File: src/rtl/fp_fir_mac_sequencer_if.sv
// ============================================================================
// Module  : fp_fir_mac_sequencer_if
// Purpose : Sample/result handshakes, coefficient port and shared FP operator
//           bus of the time-multiplexed FIR sequencer.
// Rev     : 1.0  initial release
// ============================================================================
`default_nettype none

interface fp_fir_mac_sequencer_if #(
    parameter int AW = 2
);
    logic [31:0]   in_data;
    logic          in_valid;
    logic          in_ready;
    logic [31:0]   out_data;
    logic          out_valid;
    logic          out_ready;
    logic          cfg_we;
    logic [AW-1:0] cfg_addr;
    logic [31:0]   cfg_data;
    logic          cfg_err;
    logic [31:0]   mul_a;
    logic [31:0]   mul_b;
    logic [31:0]   mul_p;
    logic [31:0]   add_a;
    logic [31:0]   add_b;
    logic [31:0]   add_s;

    // Environment side: sample source, result sink, config host and the FP operators.
    modport master (
        output in_data, in_valid, out_ready, cfg_we, cfg_addr, cfg_data, mul_p, add_s,
        input  in_ready, out_data, out_valid, cfg_err, mul_a, mul_b, add_a, add_b
    );

    modport slave (
        input  in_data, in_valid, out_ready, cfg_we, cfg_addr, cfg_data, mul_p, add_s,
        output in_ready, out_data, out_valid, cfg_err, mul_a, mul_b, add_a, add_b
    );
endinterface

`default_nettype wire

File: src/rtl/fp_fir_mac_sequencer.sv
// ============================================================================
// Module  : fp_fir_mac_sequencer
// Purpose : One-tap-per-cycle FIR controller driving an external FP multiplier
//           and adder; owns the delay line and coefficient bank.
//           Optional macro FIR_SEQ_PROD_REG_EN registers the product (p_q).
// Rev     : 1.0  initial release
// ============================================================================
`default_nettype none

module fp_fir_mac_sequencer #(
    parameter int NTAPS = 4,
    parameter int AW    = 2
) (
    input  wire                    Clk,
    input  wire                    Rst,
    fp_fir_mac_sequencer_if.slave  bus
);

    localparam int c_CW = AW + 1;

    typedef enum logic [1:0] {
        S_IDLE = 2'd0,
        S_MAC  = 2'd1,
        S_HOLD = 2'd2
    } state_t;

    state_t          r_state;
    state_t          w_next;

    logic [31:0]     r_x    [NTAPS];
    logic [31:0]     r_coef [NTAPS];
    logic [31:0]     r_acc;
    logic [31:0]     r_out_data;
    logic            r_out_valid;
    logic            r_cfg_err;
    logic [c_CW-1:0] r_k;

    logic [AW-1:0]   w_tap;
    logic            w_addr_ok;
    logic            w_cfg_ok;
    logic            w_issue;
    logic            w_first;
    logic            w_consume;
    logic            w_last;
    logic [31:0]     w_prod;
    logic            w_in_ready;
    logic [31:0]     w_mul_a;
    logic [31:0]     w_mul_b;
    logic [31:0]     w_add_a;
    logic [31:0]     w_add_b;

    assign w_tap     = r_k[AW-1:0];
    assign w_addr_ok = (32'(bus.cfg_addr) < 32'(NTAPS));
    assign w_cfg_ok  = bus.cfg_we && (r_state == S_IDLE) && w_addr_ok;

`ifdef FIR_SEQ_PROD_REG_EN
    // Tap j is issued at count j and consumed at count j+1, so MAC runs NTAPS+1 cycles.
    logic [31:0] r_p_q;

    always_ff @(posedge Clk or posedge Rst) begin
        if (Rst) begin
            r_p_q <= '0;
        end else begin
            r_p_q <= bus.mul_p;
        end
    end

    assign w_prod    = r_p_q;
    assign w_issue   = (r_k < c_CW'(NTAPS));
    assign w_first   = (r_k == c_CW'(1));
    assign w_consume = (r_k != '0);
    assign w_last    = (r_k == c_CW'(NTAPS));
`else
    assign w_prod    = bus.mul_p;
    assign w_issue   = 1'b1;
    assign w_first   = (r_k == '0);
    assign w_consume = 1'b1;
    assign w_last    = (r_k == c_CW'(NTAPS - 1));
`endif

    always_ff @(posedge Clk or posedge Rst) begin
        if (Rst) begin
            r_state <= S_IDLE;
        end else begin
            r_state <= w_next;
        end
    end

    always_comb begin
        w_next     = r_state;
        w_in_ready = 1'b0;
        w_mul_a    = '0;
        w_mul_b    = '0;
        w_add_a    = '0;
        w_add_b    = '0;
        case (r_state)
            S_IDLE: begin
                w_in_ready = 1'b1;
                if (bus.in_valid) begin
                    w_next = S_MAC;
                end
            end
            S_MAC: begin
                if (w_issue) begin
                    w_mul_a = r_x[w_tap];
                    w_mul_b = r_coef[w_tap];
                end
                w_add_a = r_acc;
                w_add_b = w_prod;
                if (w_last) begin
                    w_next = S_HOLD;
                end
            end
            S_HOLD: begin
                if (bus.out_ready) begin
                    w_next = S_IDLE;
                end
            end
            default: w_next = S_IDLE;
        endcase
    end

    always_ff @(posedge Clk or posedge Rst) begin
        if (Rst) begin
            for (int i = 0; i < NTAPS; i++) begin
                r_x[i]    <= '0;
                r_coef[i] <= '0;
            end
            r_acc       <= '0;
            r_k         <= '0;
            r_out_data  <= '0;
            r_out_valid <= 1'b0;
            r_cfg_err   <= 1'b0;
        end else begin
            r_cfg_err <= bus.cfg_we && !w_cfg_ok;
            // Written before the shift so a same-cycle sample sees the new coefficient.
            if (w_cfg_ok) begin
                r_coef[bus.cfg_addr] <= bus.cfg_data;
            end
            case (r_state)
                S_IDLE: begin
                    if (bus.in_valid) begin
                        for (int i = NTAPS - 1; i > 0; i--) begin
                            r_x[i] <= r_x[i-1];
                        end
                        r_x[0] <= bus.in_data;
                        r_k    <= '0;
                    end
                end
                S_MAC: begin
                    r_k <= r_k + c_CW'(1);
                    if (w_first) begin
                        r_acc <= w_prod;
                    end else if (w_consume) begin
                        r_acc <= bus.add_s;
                    end
                    if (w_last) begin
                        r_out_data  <= bus.add_s;
                        r_out_valid <= 1'b1;
                    end
                end
                S_HOLD: begin
                    if (bus.out_ready) begin
                        r_out_valid <= 1'b0;
                    end
                end
                default: ;
            endcase
        end
    end

    assign bus.in_ready  = w_in_ready;
    assign bus.out_data  = r_out_data;
    assign bus.out_valid = r_out_valid;
    assign bus.cfg_err   = r_cfg_err;
    assign bus.mul_a     = w_mul_a;
    assign bus.mul_b     = w_mul_b;
    assign bus.add_a     = w_add_a;
    assign bus.add_b     = w_add_b;

endmodule

`default_nettype wire

File: src/flat_wrapper.sv
// flat-port wrapper written by rule: the top's interface ports become plain ports
module fp_fir_mac_sequencer_flat 
#(
    parameter int NTAPS = 4,
    parameter int AW    = 2
)
  (Clk, Rst, bus_in_data, bus_in_valid, bus_out_ready, bus_cfg_we, bus_cfg_addr, bus_cfg_data, bus_mul_p, bus_add_s, bus_in_ready, bus_out_data, bus_out_valid, bus_cfg_err, bus_mul_a, bus_mul_b, bus_add_a, bus_add_b);
  fp_fir_mac_sequencer_if #(.AW(AW)) bus_i ();
  input  wire Clk;
  input  wire Rst;
  input wire logic [$bits(bus_i.in_data)-1:0] bus_in_data;
  input wire logic [$bits(bus_i.in_valid)-1:0] bus_in_valid;
  input wire logic [$bits(bus_i.out_ready)-1:0] bus_out_ready;
  input wire logic [$bits(bus_i.cfg_we)-1:0] bus_cfg_we;
  input wire logic [$bits(bus_i.cfg_addr)-1:0] bus_cfg_addr;
  input wire logic [$bits(bus_i.cfg_data)-1:0] bus_cfg_data;
  input wire logic [$bits(bus_i.mul_p)-1:0] bus_mul_p;
  input wire logic [$bits(bus_i.add_s)-1:0] bus_add_s;
  output wire logic [$bits(bus_i.in_ready)-1:0] bus_in_ready;
  output wire logic [$bits(bus_i.out_data)-1:0] bus_out_data;
  output wire logic [$bits(bus_i.out_valid)-1:0] bus_out_valid;
  output wire logic [$bits(bus_i.cfg_err)-1:0] bus_cfg_err;
  output wire logic [$bits(bus_i.mul_a)-1:0] bus_mul_a;
  output wire logic [$bits(bus_i.mul_b)-1:0] bus_mul_b;
  output wire logic [$bits(bus_i.add_a)-1:0] bus_add_a;
  output wire logic [$bits(bus_i.add_b)-1:0] bus_add_b;
  assign bus_i.in_data = bus_in_data;
  assign bus_i.in_valid = bus_in_valid;
  assign bus_i.out_ready = bus_out_ready;
  assign bus_i.cfg_we = bus_cfg_we;
  assign bus_i.cfg_addr = bus_cfg_addr;
  assign bus_i.cfg_data = bus_cfg_data;
  assign bus_i.mul_p = bus_mul_p;
  assign bus_i.add_s = bus_add_s;
  assign bus_in_ready = bus_i.in_ready;
  assign bus_out_data = bus_i.out_data;
  assign bus_out_valid = bus_i.out_valid;
  assign bus_cfg_err = bus_i.cfg_err;
  assign bus_mul_a = bus_i.mul_a;
  assign bus_mul_b = bus_i.mul_b;
  assign bus_add_a = bus_i.add_a;
  assign bus_add_b = bus_i.add_b;
  fp_fir_mac_sequencer #(.NTAPS(NTAPS), .AW(AW)) u_core (.Clk(Clk), .Rst(Rst), .bus(bus_i));
endmodule
File: config.mk
export PLATFORM = sky130hd
export DESIGN_NAME = fp_fir_mac_sequencer_flat
export DESIGN_NICKNAME = d
export VERILOG_FILES = /design/src/rtl/fp_fir_mac_sequencer_if.sv /design/src/rtl/fp_fir_mac_sequencer.sv /design/src/flat_wrapper.sv
export SDC_FILE = /design/constraint.sdc
export NUM_CORES = 1
export LEC_CHECK = 0
export ABC_CLOCK_PERIOD_IN_PS = 14200
export BUFFER_PORTS_ARGS = -buffer_cell sky130_fd_sc_hd__buf_2
export CORE_MARGIN = 2
export CORE_UTILIZATION = 45
export CTS_CLUSTER_DIAMETER = 60
export DETAILED_ROUTE_END_ITERATION = 7
export PLACE_DENSITY = 0.67
export RECOVER_POWER = 100
export SLEW_MARGIN = 5
export SYNTH_ARGS = -nofsm -noshare
export SYNTH_HDL_FRONTEND = slang
export SYNTH_SLANG_ARGS = --single-unit
File: constraint.sdc
create_clock -name Clk -period 14.2 [get_ports Clk]
set_clock_uncertainty 0.05 [all_clocks]
set_input_delay 2.84 -clock Clk [delete_from_list [all_inputs] [get_ports Clk]]
set_output_delay 2.84 -clock Clk [all_outputs]
set_load 0.02 [all_outputs]
==> metrics.cfg, run 1 <==
[clocking]
clockBufferDepth=3
cts_root_buf=clkbuf_16
cts_hold_buf=0
htreeDepth=2
postCtsSetupBuffers=0
cts_sinks=327
cts_tree=yes
clk_pin_slew_ns=0.06
cts_made_buffers=38
insertion_delay_ns=0.50
cts_resized=0

[routing]
ant_nets=0
vias=9021
wl_um=32000
topRoutingLayerUsed=met5
met2_length_um=15500
vias_per_cell=5.14
drt_first_pass_iters=4
wl_per_cell_um=18.3
route.detailed.drc=0
met1_length_um=14100
met3_length_um=1700
drt-initial-drc-count=455

[finish]
regArea_mm2=0.00819
final_cells=1754
final_common_cell=dfrtp_1
finalInstanceArea_mm2=0.0176
drive_gt1_share_pct=40.6
fin_nets=1422
fill_cells=2870
multiInputGateArea_mm2=0.00628
final_util_pct=53.9
final_cell_mix=326 x dfrtp_1, 213 x mux2_2, 189 x buf_2
area_growth_syn_to_layout_pct=17.6

[critical_path]
crit_required_ns=11.31
crit_fanout=74
path_buf_inv=2
critPathTopFamily=buffers and inverters
critPathSlowestCell=clkbuf_1
critPathKind=register to output pin
setup.worst_path.start_class=register
crit_chain=and2b_1, clkbuf_1, and2_1, clkbuf_1
crit_arrival_ns=5.19
cpMostUsedCell=clkbuf_1
end_kind=output pin
slowest_delay_ns=2.35

[grt]
grt_pass1_wl_um=51800
gr-total-overflow=0
grt_start_max_net_pins=98
grt_pass1_vias=9431
grt.total_usage_pct=18.4
grt_antenna_before_repair=4

[sta]
setup_violations=0
tightest_slew_ns=4.36
fin_crit_ns=8.08
max_slew_margin_pct=-193
hold_violations=0
fmax_mhz=124
period_share_pct=56.9
tns_ns=0
finalMaxSlewViolations=570
rsz0062_at_grt=false

[synthesis]
syn_nets=1142
synth-seq-area-share_pct=54.6
ys_ff_latch=327
syn-instance-count=1004
ys_warn_count=0
syn-mean-instance-area_um2=14.9
synth.distinct_cells=32
syn_area_mm2=0.0150

[place]
place_area_mm2=0.0168
hpwlAfterDp_um=20500
place_congestion=0.790
portBuffers=297
dp.cells=1686

[power]
power.density_mw_per_mm2=265
power_leakage_nw=7.79
ir_drop_mv=0.124

[floorplanning]
initial_utilization_pct=45.8
io_pins=298
die_x_um=186
dieArea_mm2=0.0348
die-height_um=186
coreArea_mm2=0.0327
rows=66

[hold_path]
hold_class=register to register

[run]
maxCapViolCount=12

[status]
violations=capacitance limit, slew limit
outcome=finished, violations left

[synth_stat cells]
cell type    n  area [µm²]
nor4bb_1     1        10.0
clkbuf_1    19        71.3
o21bai_1     1        7.51
and2b_1      1        7.51
nor2_1       1        3.75
buf_6        3        33.8
buf_2       23         115
o21ai_0     33         165
mux2i_1     32         320
inv_1        5        18.8
mux2_2     213        2400
nor2_4       1        11.3
o31ai_1      2        15.0
dfrtp_1    327        8180
mux2_4      30         450
nor3b_2      1        12.5
or3_1        1        6.26
a21oi_1      2        10.0
nand4b_1     1        8.76
buf_4       20         150
and2_1     128         801
ha_1         3        37.5
nand2b_1     2        12.5
buf_1        5        18.8
mux4_2      64        1440
and4b_1      1        10.0
mux2_1      45         507
nand2_1     35         131
nor2b_1      1        6.26
o22ai_1      1        6.26
nand2_2      1        6.26
nand4_1      1        6.26
[power breakdown]
part	leakage [nW]	internal, mW	switching (mW)	total, mW
clock network	0.574	0.534	0.367	0.901
registers	3.92	1.41	0.275	1.69
logic	3.29	1.01	1.06	2.07
total	7.79	2.96	1.70	4.66
[state kept, by name (all words and copies together) (netlist names)]
signal and count:
u_core.r_coef 128, u_core.r_k 3, u_core.r_state 2, u_core.bus.cfg_err 1, u_core.r_x 128, u_core.bus.out_valid 1
u_core.r_acc 32, u_core.bus.out_data 32
[final cells by class]
class	count	share of cell area [%]
diodes	5	0.0710
clock buffers	53	6.18
clock inverters	10	0.369
inverters	5	0.114
multi-input cells	602	35.6
flip-flops and latches	327	46.5
well taps	442	3.14
repair buffers	310	8.03
[metrics by stage]
step,setup WS (ns),total power [mW],hold slack (ns)
after floorplan,2.26,3.25,0.392
after global placement,8.05,3.80,0.405
after detailed placement,8.04,3.85,0.412
after CTS,8.04,4.78,0.426
after global routing,5.42,4.98,0.447
final,6.12,4.66,0.419
[kinds of logic (layout without fill, tap and decap cells)]
kind of cell / count (synthesis) / in the layout / synth area share, %
compound gates: 39 / 39 / 1.36
fa+ha+maj: 3 / 3 / 0.251
buf+inv: 75 / 378 / 2.72
flops: 327 / 327 / 54.6
mux: 384 / 384 / 34.2
other cells: 0 / 5 / 0
simple gates: 176 / 176 / 6.90
[path summary, 6_finish.rpt]
kind,end,cells past startpoint,slack (ns),from
worst min-delay path,u_core.r_acc[10],2,0.42,u_core.r_acc[10]
max in group asynchronous,u_core.r_x[47],4,7.24,Rst
min in group asynchronous,u_core.bus.out_data[22],2,3.57,Rst
worst min register to register,u_core.r_acc[10],2,0.42,u_core.r_acc[10]
worst max-delay path,bus_mul_b[19],4,6.12,u_core.r_state[1]
worst max register to register,u_core.bus.out_data[25],4,7.47,u_core.r_state[1]
[layer usage]
layer  up-vias  track usage, %
met3        57            4.18
met1      4609            24.3
met2       200            30.7
met4         2            5.43
met5         -               0
li1       4153               -
[worst register-to-register path, stage by stage, from the launching register on]
cell      delay (ns)
dfrtp_1         0.42
and2b_1         1.25
clkbuf_1        2.35
nand2_1         1.83
mux2_2          0.72
Power figures use the tool's default switching activity.
==> inputs of run 2 (changes only) <==
- ABC_CLOCK_PERIOD_IN_PS: 14200 -> 7450
- clock period: 14.2 -> 7.45 ns (I/O delays scaled with it)
==> run 2 against run 1 <==
Net effect:
- global-route usage grew 0.36 points
- clock-buffer cell count grew 4
- die area is the same
- cell count shrank 0.17%
- via count shrank 0.20%
- non-clock buffer count shrank 1
- sequential cell count is the same
- core utilization grew 0.073 points
- the flow still finishes with violations (capacitance limit, slew limit)
- largest power group unchanged
==> metrics.cfg, run 2 (synthesis results as in run 1) <==
[finish]
multiInputGateArea_mm2=0.00627  ; was 0.00628 mm²
fill_cells=2842  ; was 2870
area_growth_syn_to_layout_pct=17.7  ; was 17.6%
top_regs=u_core.r_coef (128), u_core.r_x (128)  ; unchanged
final_common_cell=dfrtp_1  ; unchanged
final_cell_mix=325 x dfrtp_1, 212 x mux2_2, 177 x buf_2  ; was 326 x dfrtp_1, 213 x mux2_2, 189 x buf_2
regArea_mm2=0.00819  ; about the same
drive_gt1_share_pct=39.6  ; was 40.6%
fin_nets=1420  ; was 1422

[floorplanning]
initial_utilization_pct=45.8  ; unchanged
die_x_um=186  ; unchanged
die-height_um=186  ; unchanged
rows=66  ; unchanged
io_pins=298  ; unchanged
dieArea_mm2=0.0348  ; unchanged
coreArea_mm2=0.0327  ; unchanged

[critical_path]
critPathSlowestCell=clkbuf_1  ; unchanged
rr_startpoint=u_core.r_state[0]  ; was u_core.r_state[1]
crit_arrival_ns=5.97  ; was 5.19 ns
crit_chain=buf_2, nor3b_1, clkbuf_1, clkbuf_2, mux2_2  ; was and2b_1, clkbuf_1, and2_1, clkbuf_1
crit_fanout=79  ; was 74
crit_required_ns=7.78  ; was 11.31 ns
end_kind=register  ; was output pin
crit_start=bus_in_valid  ; was u_core.r_state[1]
setup.worst_path.start_class=input pin  ; was register
critPathKind=input pin to register  ; was register to output pin
slowest_delay_ns=2.08  ; was 2.35 ns

[sta]
setup_violations=0  ; unchanged
tns_ns=0  ; unchanged
fin_crit_ns=5.64
tightest_slew_ns=2.93  ; was 4.36 ns
period_share_pct=75.7
finalMaxSlewViolations=394  ; was 570
fmax_mhz=177
hold_violations=0  ; unchanged
holdWs_ns=0.421  ; was 0.419 ns
max_slew_margin_pct=-95.1  ; was -193%
setup_ws_ns=1.81  ; was 6.12 ns
rsz0062_at_grt=false  ; unchanged

[routing]
ant_nets=0  ; unchanged
wl_per_cell_um=18.3  ; about the same
drt-initial-drc-count=356  ; was 455
wl_um=32100  ; was 32000 µm
route.detailed.drc=0  ; unchanged
drt_first_pass_iters=4  ; unchanged
vias=9003  ; was 9021
vias_per_cell=5.14  ; about the same

[hold_path]
hold_class=register to register  ; unchanged
hp-start=u_core.r_acc[3]  ; was u_core.r_acc[10]

[clocking]
cts_hold_buf=0  ; unchanged
cts_made_buffers=37  ; was 38
insertion_delay_ns=0.51  ; was 0.50 ns
cts_resized=0  ; unchanged
cts_root_buf=clkbuf_16  ; unchanged
cts_tree=yes  ; unchanged
htreeDepth=2  ; unchanged
clockBufferDepth=3  ; unchanged
postCtsSetupBuffers=0  ; unchanged
cts_sinks=327  ; unchanged
clk_pin_slew_ns=0.06  ; about the same

[grt]
grt_start_max_net_pins=177  ; was 98
grt.total_usage_pct=18.8  ; was 18.4%
grt_pass1_vias=9608  ; was 9431
gr-total-overflow=0  ; unchanged
grt_pass1_wl_um=53000  ; was 51800 µm
grt_antenna_before_repair=3  ; was 4

[place]
hpwlAfterDp_um=20800  ; was 20500 µm
preCtsSetupSlack_ns=3.34  ; was 8.04 ns
portBuffers=297  ; unchanged
place_congestion=0.762  ; was 0.790

[status]
outcome=finished, violations left  ; unchanged
violations=capacitance limit, slew limit  ; unchanged

[power]
power.density_mw_per_mm2=503  ; was 265 mW/mm²
power_leakage_nw=7.77  ; was 7.79 nW
ir_drop_mv=0.286  ; was 0.124 mV

[run]
maxCapViolCount=9  ; was 12

[run 2: cell types whose count changed in the layout (fill, tap and decap cells not counted), sizes merged]
cell    before  now
clkbuf     170  186
buf        193  180
diode        5    2
inv          7    5
bufinv       0    1
clkinv       7    5
[run 2: where the power goes]
part | total, mW | switching (mW) | internal (mW)
combinational | 3.77 | 1.91 | 1.87
clock | 1.77 | 0.701 | 1.06
sequential | 3.33 | 0.648 | 2.69
total | 8.87 | 3.26 | 5.62
[run 2: stage by stage]
step	utilization (%)	instance area (µm²)	total power [mW]	std cells
floorplan	-	15000	6.20	1004
global placement	51.3	16800	7.25	1685
detailed placement	51.3	16800	7.36	1685
CTS	55.0	18000	9.17	1749
global route	53.9	17600	9.47	1749
finish	53.9	17600	8.87	1751
[run 2: final timing paths]
path	depth (start not counted)	end	slack (ns)
worst max-delay path	5	u_core.r_x[40]	1.81
worst max register to register	4	u_core.r_x[40]	2.40
worst min register to register	2	u_core.r_acc[3]	0.42
min in group asynchronous	2	u_core.r_coef[72]	1.24
worst min-delay path	2	u_core.r_acc[3]	0.42
max in group asynchronous	3	u_core.r_acc[10]	3.51
[run 2: layer usage]
metal | vias up | track usage (%) | wire length, µm
li1 | 4151 | - | -
met1 | 4591 | 25.0 | 14100
met2 | 205 | 31.4 | 15700
met3 | 52 | 4.42 | 1800
met4 | 4 | 4.37 | 572
met5 | - | 0 | 27
[run 2: cell type report]
class	instances	area share, %
clock buffers	57	6.30
diodes	2	0.0284
multi-input cells	602	35.6
clock inverters	7	0.461
repair buffers	309	7.98
inverters	5	0.113
well taps	442	3.13
flip-flops and latches	327	46.4
[run 2: worst max-delay path, delay by kind of cell]
kind	cells	cell delay, ns
simple gates	1	0.18
buf+inv	3	3.80
mux	1	0.45
